$ cat src/rtl/stamp_board.sv
// stamp_board: compacted board of in-flight instruction records with in-order writeback gating.
// Define STAMP_BOARD_FLUSH_EN to add a flush input that empties the board in one cycle.
module stamp_board #(
  parameter int SLOTS   = 8,
  parameter int INSTR_W = 88
) (
  input  logic                     clk,
  input  logic                     rst_n,
`ifdef STAMP_BOARD_FLUSH_EN
  input  logic                     flush,
`endif
  input  logic                     disp_valid,
  input  logic [INSTR_W-1:0]       disp_instr,
  output logic                     disp_ready,
  output logic [SLOTS*3-1:0]       reg_start_flat,
  output logic [SLOTS*INSTR_W-1:0] reg_out_flat,
  input  logic [SLOTS*3-1:0]       stamp_flat,
  input  logic [SLOTS-1:0]         stamp_in,
  input  logic [SLOTS*5-1:0]       take_flat,
  input  logic [SLOTS-1:0]         take_in,
  output logic                     retire_valid,
  output logic [INSTR_W-1:0]       retire_instr,
  output logic [$clog2(SLOTS):0]   count
);
  localparam int CNT_W = $clog2(SLOTS) + 1;

  typedef logic [INSTR_W-1:0] rec_t;

  rec_t             rec_q [SLOTS];
  rec_t             rec_d [SLOTS];
  rec_t             upd   [SLOTS];
  rec_t             disp_rec;
  logic [CNT_W-1:0] count_q, count_d;
  logic [CNT_W-1:0] disp_slot;
  logic             retire_valid_q;
  rec_t             retire_instr_q, retire_instr_d;
  logic [SLOTS-1:0] slot_valid;
  logic             retire_now;
  logic             disp_fire;

  // Valid slots are packed against the top index, so validity follows from count alone.
  for (genvar gi = 0; gi < SLOTS; gi++) begin : g_slot
    assign slot_valid[gi] = (CNT_W'(SLOTS - gi) <= count_q);
    assign reg_out_flat[INSTR_W*gi +: INSTR_W] = rec_q[gi];
  end

  assign disp_ready   = (count_q < CNT_W'(SLOTS));
  assign retire_valid = retire_valid_q;
  assign retire_instr = retire_instr_q;
  assign count        = count_q;

  always_comb begin : grant_logic
    logic clear_above;
    reg_start_flat = '0;
    clear_above    = 1'b1;
    for (int i = SLOTS - 1; i >= 0; i--) begin
      if (slot_valid[i]) begin
        if (rec_q[i][2:0] == 3'b000) begin
          reg_start_flat[3*i +: 3] = 3'b100;
        end else if (rec_q[i][2] && !rec_q[i][0] && clear_above) begin
          reg_start_flat[3*i +: 3] = 3'b001;
        end
        clear_above = clear_above & rec_q[i][0];
      end
    end
  end

  always_comb begin
    retire_now = slot_valid[SLOTS-1] && rec_q[SLOTS-1][2] && rec_q[SLOTS-1][0];
    disp_fire  = disp_valid && disp_ready;

    disp_rec        = disp_instr;
    disp_rec[34:30] = 5'd0;
    disp_rec[2:0]   = 3'd0;

    for (int i = 0; i < SLOTS; i++) begin
      upd[i] = rec_q[i];
      if (slot_valid[i] && stamp_in[i]) upd[i][2:0]   = stamp_flat[3*i +: 3];
      if (slot_valid[i] && take_in[i])  upd[i][34:30] = take_flat[5*i +: 5];
    end

    // A retire shifts everything up; writes ride along with their record.
    rec_d[0] = retire_now ? '0 : upd[0];
    for (int i = 1; i < SLOTS; i++) begin
      rec_d[i] = retire_now ? upd[i-1] : upd[i];
    end

    disp_slot = retire_now ? (CNT_W'(SLOTS) - count_q) : (CNT_W'(SLOTS - 1) - count_q);
    for (int i = 0; i < SLOTS; i++) begin
      if (disp_fire && disp_slot == CNT_W'(i)) rec_d[i] = disp_rec;
    end

    count_d = count_q;
    if (disp_fire && !retire_now) begin
      count_d = count_q + 1'b1;
    end else if (!disp_fire && retire_now) begin
      count_d = count_q - 1'b1;
    end

    retire_instr_d = retire_now ? rec_q[SLOTS-1] : retire_instr_q;
  end

  always_ff @(posedge clk) begin
    if (!rst_n) begin
      for (int i = 0; i < SLOTS; i++) rec_q[i] <= '0;
      count_q        <= '0;
      retire_valid_q <= 1'b0;
      retire_instr_q <= '0;
    end
`ifdef STAMP_BOARD_FLUSH_EN
    else if (flush) begin
      for (int i = 0; i < SLOTS; i++) rec_q[i] <= '0;
      count_q        <= '0;
      retire_valid_q <= 1'b0;
    end
`endif
    else begin
      for (int i = 0; i < SLOTS; i++) rec_q[i] <= rec_d[i];
      count_q        <= count_d;
      retire_valid_q <= retire_now;
      retire_instr_q <= retire_instr_d;
    end
  end

endmodule

$ cat config.mk
export PLATFORM = sky130hd
export DESIGN_NAME = stamp_board
export DESIGN_NICKNAME = d
export VERILOG_FILES = /design/src/rtl/stamp_board.sv
export SDC_FILE = /design/constraint.sdc
export NUM_CORES = 2
export LEC_CHECK = 0
export BUFFER_PORTS_ARGS = -buffer_cell sky130_fd_sc_hd__buf_2
export CAP_MARGIN = 20
export CORE_AREA = 2 2 384 386
export DETAILED_ROUTE_END_ITERATION = 10
export DIE_AREA = 0 0 386 388
export GPL_TIMING_DRIVEN = 0
export PLACE_DENSITY = 0.59
export SLEW_MARGIN = 20
export SYNTH_ARGS = -nofsm -noshare
export SYNTH_HDL_FRONTEND = slang
export SYNTH_SLANG_ARGS = --single-unit
$ cat constraint.sdc
create_clock -name clk -period 4.09 [get_ports clk]
set_input_delay 0 -clock clk [delete_from_list [all_inputs] [get_ports clk]]
set_output_delay 0 -clock clk [all_outputs]
set_load 0.05 [all_outputs]
Word level (Yosys, flattened, before mapping). Memories as Yosys holds them, arrays and structs flattened. Cells that the tools add are included.

RAM bits: 704. Input port bits: 171. Output and inout port bits: 822. Register bits after elaboration: 93. Memories: 1. Word-level logic and storage cells: 178.

Equality and inequality tests: 7. Order comparisons: 9. Reduce and logical (&&, ||, !) cells: 64. Bitwise operators: 14. $add $sub $neg: 4. Mux-type cells: 76.

Memories: rec_q (words 8, width 88, read ports 8, clocked after memory_dff 0, write ports 8, RTL line 29) `rec_t rec_q [SLOTS];`.

Operator list (count): 88-bit 2-to-1 mux (24); 3-bit 2-to-1 mux (24); 1-bit logical AND (44); 5-bit 2-to-1 mux (8); 3-bit zero test (8); 1-bit 2-to-1 mux (17); 4-bit by 3-bit equality test with 1-bit output, second input constant (4); 3-bit by 4-bit <= comparator with 1-bit output, first input constant (4); 4-bit 2-to-1 mux (3); 1-bit zero test (10); 4-bit by 2-bit equality test with 1-bit output, second input constant (2); 2-bit by 4-bit <= comparator with 1-bit output, first input constant (2); 1-bit bitwise OR (8); 1-bit AND (6); 4-bit by 1-bit adder with 4-bit output, second input constant (1); 4-bit by 1-bit equality test with 1-bit output, second input constant (1); 1-bit by 4-bit <= comparator with 1-bit output, first input constant (1); 4-bit <= comparator, first input constant (1); 4-bit zero test (1); 4-bit < comparator, second input constant (1); 3-bit by 4-bit subtractor with 4-bit output, first input constant (1); 4-bit by 1-bit subtractor with 4-bit output, second input constant (1); 4-bit subtractor, first input constant (1); 2-bit nonzero test (1).

Longest topological paths before layout.
Depth after elaboration: 18. Gate-level depth with buffers: 15. Gate-level depth less buffers: 10.

Worst setup path after synthesis. No wires, ideal clock.

Path kind: reg-to-output. Start: register count_q[1] (netlist: count[1]). End: output port reg_start_flat[0]. Setup slack: 0.079 ns. Path buffers: 1. Required time: 4.090 ns. Cell stages (with the launch flop): 9. Data arrival time: 4.011 ns. Cell sequence: dfxtp_1 > clkbuf_1 > inv_1 > ha_1 > nor4b_4 > o22ai_1 > a211o_1 > nor3_1 > nor4b_1.

Cells in the longest elaborated chain, start to end: 18. Elaborated cells on any way between the ends: 25. Classes of those cells: order compare: 8; mux: 10; bitwise: 6; reduce/logical: 1.

Ends and longest elaborated chain: start: declaration (RTL line 33) `logic [CNT_W-1:0] count_q, count_d;`; start signal: assignment (RTL line 119) `count_q <= count_d;`; 1-bit by 4-bit <= comparator with 1-bit output (RTL line 43) `assign slot_valid[gi] = (CNT_W'(SLOTS - gi) <= count_q);`; 1-bit 2-to-1 mux (RTL line 57) `if (slot_valid[i]) begin`; 1-bit AND (RTL line 63) `clear_above = clear_above & rec_q[i][0];`; 1-bit 2-to-1 mux (RTL line 57); 1-bit AND (RTL line 63); 1-bit 2-to-1 mux (RTL line 57); 1-bit AND (RTL line 63); 1-bit 2-to-1 mux (RTL line 57); [... 2 more ...]; 1-bit AND (RTL line 63); 1-bit 2-to-1 mux (RTL line 57); 1-bit AND (RTL line 63); 1-bit 2-to-1 mux (RTL line 57); 1-bit logical AND (RTL line 60) `end else if (rec_q[i][2] && !rec_q[i][0] && clear_above) begin`; 1-bit 2-to-1 mux (RTL line 60); 3-bit 2-to-1 mux (RTL line 58) `if (rec_q[i][2:0] == 3'b000) begin`; 3-bit 2-to-1 mux * (RTL line 57); end: declaration (RTL line 15) `output logic [SLOTS*3-1:0] reg_start_flat,`.

Every way passes the cells marked *; elsewhere a longest branch is shown, timed or not.

Worst setup path in the final report. Ends and elaborated chain as after synthesis.

==> flow_metrics.tcl <==
set metrics [dict create \
    hold_depth 5 \
    antenna_found_initial 34 \
    reg2reg_slack_ns 0.18 \
    cts.clk_slew.worst_paths_ns 0.07 \
    synthesis.area_sq_mm 0.0408 \
    max_cap_viol_count 0 \
    grt_overflow 0 \
    synthArstFlopShare_pct 0 \
    grt_pass1_vias 36700 \
    maxSlewViolCount 0 \
    fmax_ghz 0.255 \
    leakage_uw 0.0279 \
    vdd_drop_max_mv 0.350 \
    grt_pass1_wl_mm 283 \
    powerDensity_mw_per_mm2 464 \
    netlist_instances 4356 \
    skew_ns 0.0250 \
    cp_max_fo 10 \
    end_kind "output pin" \
    drtIter0Drc 3045 \
    gp_congestion 0.968 \
    vias 37500 \
    finalHoldViolCount 0 \
    min_period_over_period_pct 96.0 \
    initial_utilization_pct 28.1 \
    critPathKind "reg2out" \
    fin_area_sq_mm 0.0538 \
    min_period_ns 3.93 \
    hp-start "stamp_in[0]" \
    port_buffers 975 \
    ys_types 56 \
    ys_ff_latch 797 \
    path_cells "clkbuf_2 -> inv_1 -> ha_1 -> nor4b_4 -> buf_4 -> o22ai_1 -> a211o_1 -> nor3_1 -> nor4b_2 -> clkbuf_4" \
    clockBufferDepth 3 \
    wl_mm 208 \
    nets 5805 \
    fillCellCount 14800 \
    drc 0 \
    setup_tns_ns 0 \
    setup-violations-final 0 \
    numCtsBuffers 93 \
    grt_usage_pct 26.6 \
    rows 140 \
    hold_end "rec_q[0][89]" \
    die_h_um 388 \
    fp.dieW_um 386 \
    ys.flop_type "dfxtp_1" \
    area_delta_synth_final_pct 31.9 \
    htreeDepth 3 \
    coreArea_sq_mm 0.145 \
    cp_slowest_cell "a211o_1" \
    die_area_sq_mm 0.150 \
    max_stage_delay_ns 0.46 \
    status "finished clean" \
    via_per_inst 4.90 \
    r2r.worst_path.cells 12 \
    hold_class "in2reg" \
    rsz0062_at_grt "no" \
    r2r_start "count[1]" \
    clkLatencyLatePin_ns 0.73 \
    ant_nets 0 \
    yosysWarningCount 0 \
    post_drt_wl_per_cell_um 27.2 \
    setup_slack_ns 0.164 \
    io_pins 993 \
    drive_gt1_share_pct 43.0 \
    start_kind "flip-flop" \
    arrival_ns 3.93 \
    post_dp_cell_area_sq_mm 0.0486 \
    detailed_place_hpwl_mm 167 \
    worst_slew_pin_slew_ns 1.24 \
    required_ns 4.09 \
    synth_edf_count 0 \
    total_power_uw 25000 \
    cts_tree "built" \
    max-slew-margin-rel_pct 17.2 \
    cts_sinks 797 \
    r2r_end "rec_q[1][266]" \
    yosysSeqAreaShare_pct 39.1 \
    grt_max_degree 13 \
    cts-root-buf "clkbuf_16" \
    syn_avg_cell_area_sq_um 9.37 \
    drtPass1Iterations 7 \
    dpl_worst_slack_ns -0.958 \
]
## where the power goes
part | total [uW] | internal, uW | leakage (uW) | switching (uW)
Combinational | 6840 | 2170 | 0.0198 | 4670
Sequential | 8970 | 8290 | 0.00645 | 680
Clock | 9170 | 5470 | 0.00163 | 3700
Total | 25000 | 15900 | 0.0279 | 9050
## metrics by stage
stage	utilization, %	cells	hold slack [ns]
2_1_floorplan	-	4363	0.203
3_3_place_gp	33.1	7255	0.342
3_5_place_dp	33.5	7272	0.337
4_1_cts	37.0	7621	0.00227
5_1_grt	37.0	7630	0.0940
6_report	37.1	7643	0.0364
## critical path, delay by kind of cell (launching register included)
family / cells / cell delay (ns)
fa+ha+maj: 1 / 0.27
flops: 1 / 0.43
buf+inv: 4 / 0.94
simple gates: 3 / 0.95
compound gates: 2 / 0.60
## how the worst max path moves through the flow
stage          startpoint           endpoint  depth (start not counted)
5_1_grt          count[3]  reg_start_flat[0]                          7
3_5_place_dp     count[1]      rec_q[1][317]                         12
3_3_place_gp     count[1]      rec_q[1][334]                         10
6_report         count[1]  reg_start_flat[0]                         10
4_1_cts          count[1]           count[2]                         13
2_1_floorplan    count[1]  reg_start_flat[0]                          8
## Yosys cell counts (all sizes together), types with 2 or more instances
master  instances  area [sq um]
nor4b           5          58.8
a21oi          98           490
o22ai           3          18.8
mux2          500          5630
nand2b          2          12.5
a21bo           4          40.0
xor2            2          17.5
buf           796          5580
nand3          89           445
and3            3          18.8
nor2           19          73.8
clkbuf        162           608
inv             8          30.0
mux2i         604          6050
nand2         972          3650
o21a            2          15.0
ha              5          62.6
a311oi         80           701
or2             3          18.8
o2111a         20           225
a211oi          2          20.0
and2            3          18.8
a21o            2          15.0
or3             3          18.8
nor4           13          81.3
nand4           2          12.5
nor3b           2          20.0
a31oi           4          25.0
o21bai          2          15.0
dfxtp         797         16000
o21ai          14          70.1
and4           21           184
nand3b          2          15.0
nor3          100           500
## placed cells by master, fill, tap and decap left out, drive strengths merged, types with 2 or more instances in the layout
master       Yosys  final
diode            0     22
and4            21     21
o21ai           14     14
o2111a          20     20
inv              8     10
nand4            2      2
nor2            19     19
conb             1      8
and3             3      3
a211oi           2      2
mux2i          604    604
nor4            13     13
nand2          972    972
nand3           89     89
and2             3      3
nor3           100    100
nor3b            2      2
or3              3      3
buf            796   1785
clkbuf         162    307
nor4b            5      5
o21a             2      2
a21o             2      2
o21bai           2      2
a31oi            4      4
nand2b           2      2
mux2           500    500
a21oi           98     98
a21bo            4      4
xor2             2      2
a311oi          80     80
dfxtp          797    797
dlygate4sd3      0    178
clkinv           0     15
ha               5      5
o22ai            3      3
or2              3      3
bufinv           0     10
nand3b           2      2
## cell type report
class | instances | area (sq um) | share of cell area [%]
diodes | 22 | 55.1 | 0.102
repair buffers | 1171 | 7100 | 13.2
clock inverters | 28 | 444 | 0.825
plain buffers | 958 | 6260 | 11.6
flip-flops and latches | 797 | 16000 | 29.7
clock buffers | 142 | 2870 | 5.33
inverters | 8 | 30.0 | 0.0558
multi-input cells | 2600 | 18700 | 34.8
well taps | 1917 | 2400 | 4.46
## sequential cells by signal, summed over array words and instances, names as in the netlist
name	count
count	4
rec_q	704
retire_instr	88
retire_valid	1
## layer usage
layer / global-route usage [%] / up-vias / wire [um]
met5: 0 / - / 27
li1: - / 16800 / -
met3: 5.63 / 342 / 16000
met4: 12.5 / 4 / 9820
met1: 33.8 / 18600 / 86300
met2: 42.6 / 1736 / 95400
## kinds of logic (layout without fill, tap and decap cells)
group,count (synthesis),in the layout,synth area share [%]
and+or+nand+nor,1242,1242,12.6
muxes,1104,1104,28.6
buffers and inverters,966,2307,15.2
DFF,797,797,39.1
AOI/OAI and AO/OA,238,238,4.16
adders and majority gates,5,5,0.153
xor gates and xnor gates,3,3,0.0644
other,1,30,0.00919
## timing repair
action	in CTS	in global routing
gates cloned	0	0
setup endpoints to repair	366	88
hold endpoints to repair	704	0
setup buffers	1	0
resized for setup	12	12
pin swaps	1	0
hold buffers	178	0
Power figures use the tool's default switching activity.
